$ cat config.mk
export PLATFORM = sky130hd
export DESIGN_NAME = spi_keys_rx
export DESIGN_NICKNAME = d
export VERILOG_FILES = /design/src/rtl/spi_keys_pkg.sv /design/src/rtl/sync_2ff.sv /design/src/rtl/spi_keys_rx.sv
export SDC_FILE = /design/constraint.sdc
export NUM_CORES = 1
export LEC_CHECK = 0
export CORE_MARGIN = 2
export CORE_UTILIZATION = 57
export CTS_CLUSTER_DIAMETER = 40
export DETAILED_ROUTE_END_ITERATION = 16
export PLACE_DENSITY = 0.83
export SLEW_MARGIN = 20
export SYNTH_ARGS = -nofsm -noshare
export SYNTH_HDL_FRONTEND = slang
export SYNTH_SLANG_ARGS = --single-unit
$ cat constraint.sdc
create_clock -name clk_g_i -period 2 [get_ports clk_g_i]
set_input_delay 0.2 -clock clk_g_i [delete_from_list [all_inputs] [get_ports clk_g_i]]
set_output_delay 0.2 -clock clk_g_i [all_outputs]
set_load 0.03 [all_outputs]
$ cat src/rtl/spi_keys_pkg.sv
// Shared constants and FSM state type for the SPI key-bitmap receiver.
package spi_keys_pkg;

    localparam int NUM_KEYS_DEF    = 61;
    localparam int IDLE_CYCLES_DEF = 64;

    typedef enum logic [1:0] {
        ST_IDLE  = 2'd0,
        ST_SHIFT = 2'd1,
        ST_LOAD  = 2'd2
    } rx_state_t;

endpackage

$ cat src/rtl/sync_2ff.sv
// Two-flop synchronizer for a single asynchronous input bit.
module sync_2ff (
    input  logic clk_g_i,
    input  logic rstn_g_i,
    input  logic din,
    output logic dout
);

    logic meta;

    always_ff @(posedge clk_g_i or negedge rstn_g_i) begin
        if (!rstn_g_i) begin
            meta <= 1'b0;
            dout <= 1'b0;
        end else begin
            meta <= din;
            dout <= meta;
        end
    end

endmodule

$ cat src/rtl/spi_keys_rx.sv
// SPI key-bitmap receiver: oversamples SCK/MOSI on clk_g_i, assembles NUM_KEYS-bit frames.
// Optional SPI_KEYS_RX_DEBOUNCE_EN: accept a frame only when it repeats the previous one.
//
// state    | meaning
// ST_IDLE  | no bits held, bit count 0
// ST_SHIFT | 1..NUM_KEYS-1 bits held
// ST_LOAD  | one cycle after frame completion
module spi_keys_rx
    import spi_keys_pkg::*;
#(
    parameter int NUM_KEYS    = NUM_KEYS_DEF,
    parameter int IDLE_CYCLES = IDLE_CYCLES_DEF
) (
    input  logic                clk_g_i,
    input  logic                rstn_g_i,
    input  logic                spi_clk_i,
    input  logic                spi_mosi_i,
    output logic [NUM_KEYS-1:0] keys_o,
    output logic                frame_valid_o,
    output logic                keys_changed_o,
    output logic                frame_err_o
);

    localparam int CNT_W = $clog2(NUM_KEYS + 1);
    localparam int IDL_W = $clog2(IDLE_CYCLES + 1);
    localparam logic [CNT_W-1:0] CNT_LAST = CNT_W'(NUM_KEYS - 1);
    localparam logic [CNT_W-1:0] CNT_ONE  = CNT_W'(1);
    localparam logic [IDL_W-1:0] IDLE_MAX = IDL_W'(IDLE_CYCLES);

    logic                sck_s, mosi_s, sck_d, sck_rise;
    rx_state_t           state_q, state_d;
    logic [CNT_W-1:0]    bit_cnt_q, bit_cnt_d;
    logic [IDL_W-1:0]    idle_cnt_q;
    logic [NUM_KEYS-1:0] shift_q, new_frame;
    logic                timeout, frame_done, frame_abort, accept;

    sync_2ff u_sync_sck (
        .clk_g_i  (clk_g_i),
        .rstn_g_i (rstn_g_i),
        .din      (spi_clk_i),
        .dout     (sck_s)
    );

    sync_2ff u_sync_mosi (
        .clk_g_i  (clk_g_i),
        .rstn_g_i (rstn_g_i),
        .din      (spi_mosi_i),
        .dout     (mosi_s)
    );

    assign sck_rise  = sck_s & ~sck_d;
    assign timeout   = (idle_cnt_q == IDLE_MAX);
    assign new_frame = {shift_q[NUM_KEYS-2:0], mosi_s};

    always_ff @(posedge clk_g_i or negedge rstn_g_i) begin
        if (!rstn_g_i) begin
            sck_d      <= 1'b0;
            state_q    <= ST_IDLE;
            bit_cnt_q  <= '0;
            idle_cnt_q <= IDLE_MAX;
            shift_q    <= '0;
        end else begin
            sck_d     <= sck_s;
            state_q   <= state_d;
            bit_cnt_q <= bit_cnt_d;
            if (sck_rise) begin
                idle_cnt_q <= '0;
                shift_q    <= new_frame;
            end else if (!timeout) begin
                idle_cnt_q <= idle_cnt_q + 1'b1;
            end
        end
    end

    always_comb begin
        state_d     = state_q;
        bit_cnt_d   = bit_cnt_q;
        frame_done  = 1'b0;
        frame_abort = 1'b0;
        case (state_q)
            ST_IDLE: begin
                if (sck_rise) begin
                    state_d   = ST_SHIFT;
                    bit_cnt_d = CNT_ONE;
                end
            end
            ST_SHIFT: begin
                if (sck_rise) begin
                    bit_cnt_d = bit_cnt_q + 1'b1;
                    if (bit_cnt_q == CNT_LAST) begin
                        state_d    = ST_LOAD;
                        frame_done = 1'b1;
                    end
                end else if (timeout) begin
                    state_d     = ST_IDLE;
                    bit_cnt_d   = '0;
                    frame_abort = 1'b1;
                end
            end
            ST_LOAD: begin
                // an edge here is already bit 1 of the following frame
                if (sck_rise) begin
                    state_d   = ST_SHIFT;
                    bit_cnt_d = CNT_ONE;
                end else begin
                    state_d   = ST_IDLE;
                    bit_cnt_d = '0;
                end
            end
            default: begin
                state_d   = ST_IDLE;
                bit_cnt_d = '0;
            end
        endcase
    end

`ifdef SPI_KEYS_RX_DEBOUNCE_EN
    logic [NUM_KEYS-1:0] cand_q;
    logic                cand_v_q;

    assign accept = frame_done & cand_v_q & (cand_q == new_frame);

    always_ff @(posedge clk_g_i or negedge rstn_g_i) begin
        if (!rstn_g_i) begin
            cand_q   <= '0;
            cand_v_q <= 1'b0;
        end else if (frame_done) begin
            cand_q   <= new_frame;
            cand_v_q <= 1'b1;
        end else if (frame_abort) begin
            cand_v_q <= 1'b0;
        end
    end
`else
    assign accept = frame_done;
`endif

    always_ff @(posedge clk_g_i or negedge rstn_g_i) begin
        if (!rstn_g_i) begin
            keys_o         <= '0;
            frame_valid_o  <= 1'b0;
            keys_changed_o <= 1'b0;
            frame_err_o    <= 1'b0;
        end else begin
            frame_valid_o  <= accept;
            keys_changed_o <= accept && (new_frame != keys_o);
            frame_err_o    <= frame_abort;
            if (accept) begin
                keys_o <= new_frame;
            end
        end
    end

endmodule

---- Word level (Yosys, flattened, before mapping) ----
Cells that the tools add are included.
W data, S select, Z words.
storage, ports and cells
  register bits ........................... 144
  input port bits ......................... 4
  output and inout port bits .............. 64
  word-level logic and storage cells ...... 49
cells by class
  add/subtract/negate cells ............... 2
  equality and inequality tests ........... 9
  multiplexer cells ....................... 19
  bitwise logic cells ..................... 2
  reduce and logical (&&, ||, !) cells .... 4
operators by type and width
  cell                   count
  $ne A61 B61 Y1         1
  $mux W6                3
  $pmux W6 S3            1
  $mux W7                2
  $mux W1                8
  $mux W2                4
  $add A7 B1 Y7 const B  1
  $eq A7 B7 Y1 const B   1
  $add A6 B1 Y6 const B  1
  $eq A6 B6 Y1 const B   1
  $ne A3 B3 Y1 const B   2
  $pmux W2 S3            1
  $ne A2 B2 Y1 const B   2
  $reduce_and A3 Y1      1
  $eq A2 B1 Y1 const B   1
  $eq A2 B2 Y1 const B   1
  $logic_not A2 Y1       1
  $reduce_and A2 Y1      1
  $and A1 B1 Y1          1
  $logic_and A1 B1 Y1    1
  $not A1 Y1             1

---- Logic depth before layout (Yosys ltp) ----
  depth after elaboration ................. 5
  depth in mapped cells ................... 6
  depth with buffers taken out ............ 6

---- Cells and area by module ----
Synthesis repeated with hierarchy kept, for this count alone.
second synthesis, totals
  cell total of the unflattened synthesis .. 555
  area, all modules ....................... 6467.5 µm²
modules (own cells, without submodules)
  module       instances  cells each  area each (µm²)  seq. area each (µm²)
  spi_keys_rx  1          551         6367.4           3504.6
  sync_2ff     2          2           50.0             50.0

---- Worst setup path before layout ----
Ideal clock, no wire load.
  path kind ............................... reg2reg
  start point ............................. register state_q[1]
  end point ............................... register keys_o[10]
  library setup time ...................... 0.125 ns
  arrival ................................. 1.596 ns
  required time ........................... 1.875 ns
  path slack .............................. 0.279 ns
  cell stages (with the launch flop) ...... 7
  buffers on the path ..................... 2
  cells stage by stage .................... dfrtp_1 > nand2b_2 > or2_1 > buf_6 > nor2_8 > buf_12 > mux2_4
between the ends
  cells in the longest elaborated chain, start to end .. 2
RTL lines
  what                    RTL line            text
  start, declared         spi_keys_rx.sv:31   rx_state_t state_q, state_d;
  start signal, assigned  spi_keys_rx.sv:64   state_q <= state_d;
  $eq A2 B1 Y1            spi_keys_rx.sv:80   case (state_q)
  $mux W1                 spi_keys_rx.sv:80
  end signal, assigned    spi_keys_rx.sv:149  keys_o <= new_frame;
  end, declared           spi_keys_rx.sv:18   output logic [NUM_KEYS-1:0] keys_o,
Every way passes these cells.
A chain may end at the register's enable or synchronous reset.

---- Final worst setup path ----
  start point ............................. register state_q[1]
  end point ............................... register keys_o[60]
The elaborated chain is that of the path after synthesis.

==> impl_metrics.tcl <==
set metrics [dict create \
    antenna_cells 0 \
    dr_total_vias 4376 \
    seq_area_frac_synth_pct 55.74 \
    critical_path.max_stage_delay_ns 0.43 \
    crit_type "flip-flop to flip-flop" \
    crit_buf_inv 1 \
    nets 638 \
    fin_crit_sh_pct 96.00 \
    clockBufferDepth 2 \
    start_kind "flip-flop" \
    synth_top_cell_by_area "dfrtp_1" \
    critPathMaxFanout 21 \
    grt_pass1_vias 4576 \
    htree_levels 4 \
    fp.dieW_um 110.5 \
    synthMuxAreaShare_pct 13.99 \
    hold_viol 0 \
    core_area_um2 10940 \
    layout-drive-gt1-share_pct 17.42 \
    avgRoutedWirePerCell_um 18.42 \
    reg2reg_from "state_q[1]" \
    slew_violations 0 \
    max_freq_ghz 0.5208 \
    synth_top_area_share_pct 55.33 \
    synth-compound-area-share_pct 1.625 \
    hold_path_class "input port to flip-flop" \
    nFillCells 719 \
    grt_max_degree 71 \
    total_power_uw 6861 \
    numCtsBuffers 17 \
    ys.flop_type "dfrtp_1" \
    routed_via_density 5.589 \
    period_needed_ns 1.920 \
    row_count 38 \
    critPathSlowestCell "dfrtp_1" \
    area_growth_pct 22.19 \
    cts_setup_buffers 0 \
    rrSetupSlack_ns 0.08 \
    relSlewSlack_pct 56.71 \
    antenna_found_initial 0 \
    rsz0062_at_grt "false" \
    crit_required_ns 2.30 \
    yosys-top-cells-area "dfrtp_1 (55%), mux2_4 (13%), nand2_1 (11%)" \
    wirelength_mm 14.42 \
    min_to "u_sync_sck.meta" \
    status "completed" \
    drcViolationCount 0 \
    clockRootBuffer "clkbuf_16" \
    synth_xor_area_share_pct 9.209 \
    r2r_cells 5 \
    path_clk_slew_ns 0.06 \
    firstDrtPassIters 4 \
    worst_hold_startpoint "spi_clk_i" \
    reg2reg_to "keys_o[60]" \
    yosysWarnings 0 \
    cap_violations 0 \
    setup_violations 0 \
    seq_area_um2 3605 \
    multi_input_area_um2 2679 \
    ys_seq_elements 144 \
    dp_hpwl_mm 9.300 \
    hold_path_depth 1 \
    tightest_slew_ns 0.6493 \
    power-per-cell-area_nw_per_um2 868.2 \
    cellLeakagePower_uw 0.004093 \
    synth_fa_ha_area_share_pct 0.7738 \
    fin_worst_skew_ns 0.008044 \
    grt_pass1_wl_mm 23.84 \
    synth_nets 563 \
    synth_top_family_by_area "simple AND/OR/NAND/NOR gates" \
    final_core_util_pct 72.27 \
    drt_iter0_drc 340 \
    die_h_um 110.5 \
    async_reset_ff_share_pct 100.0 \
    critical_path_arrival_ns 2.22 \
    syn_inst 555 \
    initial_utilization_pct 59.14 \
    synth_edf_count 0 \
    ir_drop_mv 0.4550 \
    crit_chain "nand2b_2, or2_1, nor2_8, buf_12, mux2_2" \
    synth_simple_gate_area_share_pct 15.52 \
    gp_congestion 0.8390 \
    crit_family "simple AND/OR/NAND/NOR gates" \
    overflow 0 \
    ys_types 34 \
    io_buffers 67 \
    clock_sinks 144 \
    grt_usage_pct 24.64 \
    syn-cell-area_um2 6467 \
    clock_latency_ns 0.42 \
    avgSynthCellArea_um2 11.65 \
    end_kind "flip-flop" \
    io_pins 68 \
    ant_nets 0 \
    cts_tree "yes" \
    tns_ns 0 \
    die_area_um2 12210 \
]
==> worst max-delay path by stage <==
stage	from	end	slack, ns	depth (start not counted)
2_1_floorplan	state_q[1]	keys_o[10]	0.28	6
3_3_place_gp	keys_o[28]	keys_changed_o	0.16	5
3_5_place_dp	keys_o[28]	keys_changed_o	0.12	5
4_1_cts	keys_o[28]	keys_changed_o	0.10	5
5_1_grt	state_q[1]	keys_o[1]	0.04	5
6_report	state_q[1]	keys_o[60]	0.08	5
==> metrics by stage <==
step | instances | instance area, um2 | setup WS, ns | hold slack [ns]
floorplan | 555 | 6467 | 0.2793 | -0.09559
global placement | 750 | 7283 | 0.1613 | 0.1073
detailed placement | 750 | 7283 | 0.1248 | 0.1113
CTS | 783 | 7890 | 0.1041 | 0.2094
global route | 783 | 7903 | 0.03678 | 0.2182
finish | 783 | 7903 | 0.08004 | 0.2155
==> layout make-up <==
class                           instances  share of cell area, %
Clock buffer                           18                  5.431
Clock inverter                         14                  2.122
Inverter                                4                 0.1900
Multi-Input combinational cell        385                  33.90
Sequential cell                       144                  45.61
Tap cell                              140                  2.217
Timing Repair Buffer                   78                  10.53
==> cell usage after synthesis, types with 2 or more instances <==
cell type / number
clkbuf_1: 10
a31oi_1: 2
mux2_2: 3
xor2_1: 44
ha_1: 4
nand3_1: 4
buf_12: 6
nand2_1: 184
and3_1: 4
nand4_1: 10
inv_1: 4
nor2_1: 13
buf_1: 4
mux2_4: 58
xnor2_1: 24
nor4_1: 11
a21oi_1: 2
o21ai_0: 8
nor3_1: 3
dfrtp_1: 143
==> sequential cells by signal, summed over array words and instances (netlist names) <==
name / cells
frame_valid_o: 1
keys_o: 61
idle_cnt_q: 7
u_sync_sck.dout: 1
bit_cnt_q: 6
state_q: 2
u_sync_mosi.meta: 1
shift_q: 60
u_sync_sck.meta: 1
u_sync_mosi.dout: 1
keys_changed_o: 1
frame_err_o: 1
sck_d: 1
==> report_power, final <==
| group | total [uW] | switching [uW] | internal (uW) |
|---|---|---|---|
| clock network | 3180 | 1220 | 1960 |
| logic | 489 | 297 | 192 |
| registers | 3190 | 155 | 3030 |
==> cell usage in the layout, fill, tap and decap left out, types with 2 or more instances in the layout <==
cell | netlist | routed
buf_12 | 6 | 6
mux2_4 | 58 | 58
buf_4 | 0 | 4
a21oi_1 | 2 | 2
bufinv_16 | 0 | 3
nor2_1 | 13 | 13
ha_1 | 4 | 4
and3_1 | 4 | 4
nand2_1 | 184 | 184
a31oi_1 | 2 | 2
clkinv_2 | 0 | 5
o21ai_0 | 8 | 8
xnor2_1 | 24 | 23
clkinv_4 | 0 | 6
inv_1 | 4 | 4
xor2_1 | 44 | 44
nor3_1 | 3 | 3
nand4_1 | 10 | 10
clkbuf_16 | 0 | 17
clkdlybuf4s50_1 | 0 | 66
nand3_1 | 4 | 4
nor4_1 | 11 | 11
dfrtp_1 | 143 | 143
mux2_2 | 3 | 3
==> per-layer routing <==
| metal | vias to the layer above | wire (um) | part of all wire (%) | track usage [%] |
|---|---|---|---|---|
| met3 | 17 | 788 | 5.5 | 5.653 |
| met5 | - | 0 | 0 | 0 |
| met1 | 2242 | 5886 | 41 | 31.85 |
| met4 | 0 | 155 | 1.1 | 6.917 |
| li1 | 1974 | - | - | - |
| met2 | 143 | 7593 | 53 | 41.92 |
==> timing repair <==
item / 4_1_cts / 5_1_grt
gates resized for setup: 0 / 2
hold buffers: 1 / 0
setup endpoints to repair: 0 / 2
endpoints found under the hold margin: 31 / 0
==> cell families (layout without fill, tap and decap cells) <==
kind of cell,after synthesis,in the layout
AO/OA/AOI/OAI,17,17
XOR/XNOR,68,68
adder cells (fa/ha/maj),4,4
buffers and inverters,26,114
flip-flops,144,144
multiplexers,61,61
AND/OR/NAND/NOR,235,235
(Power assumes the default switching activity.)
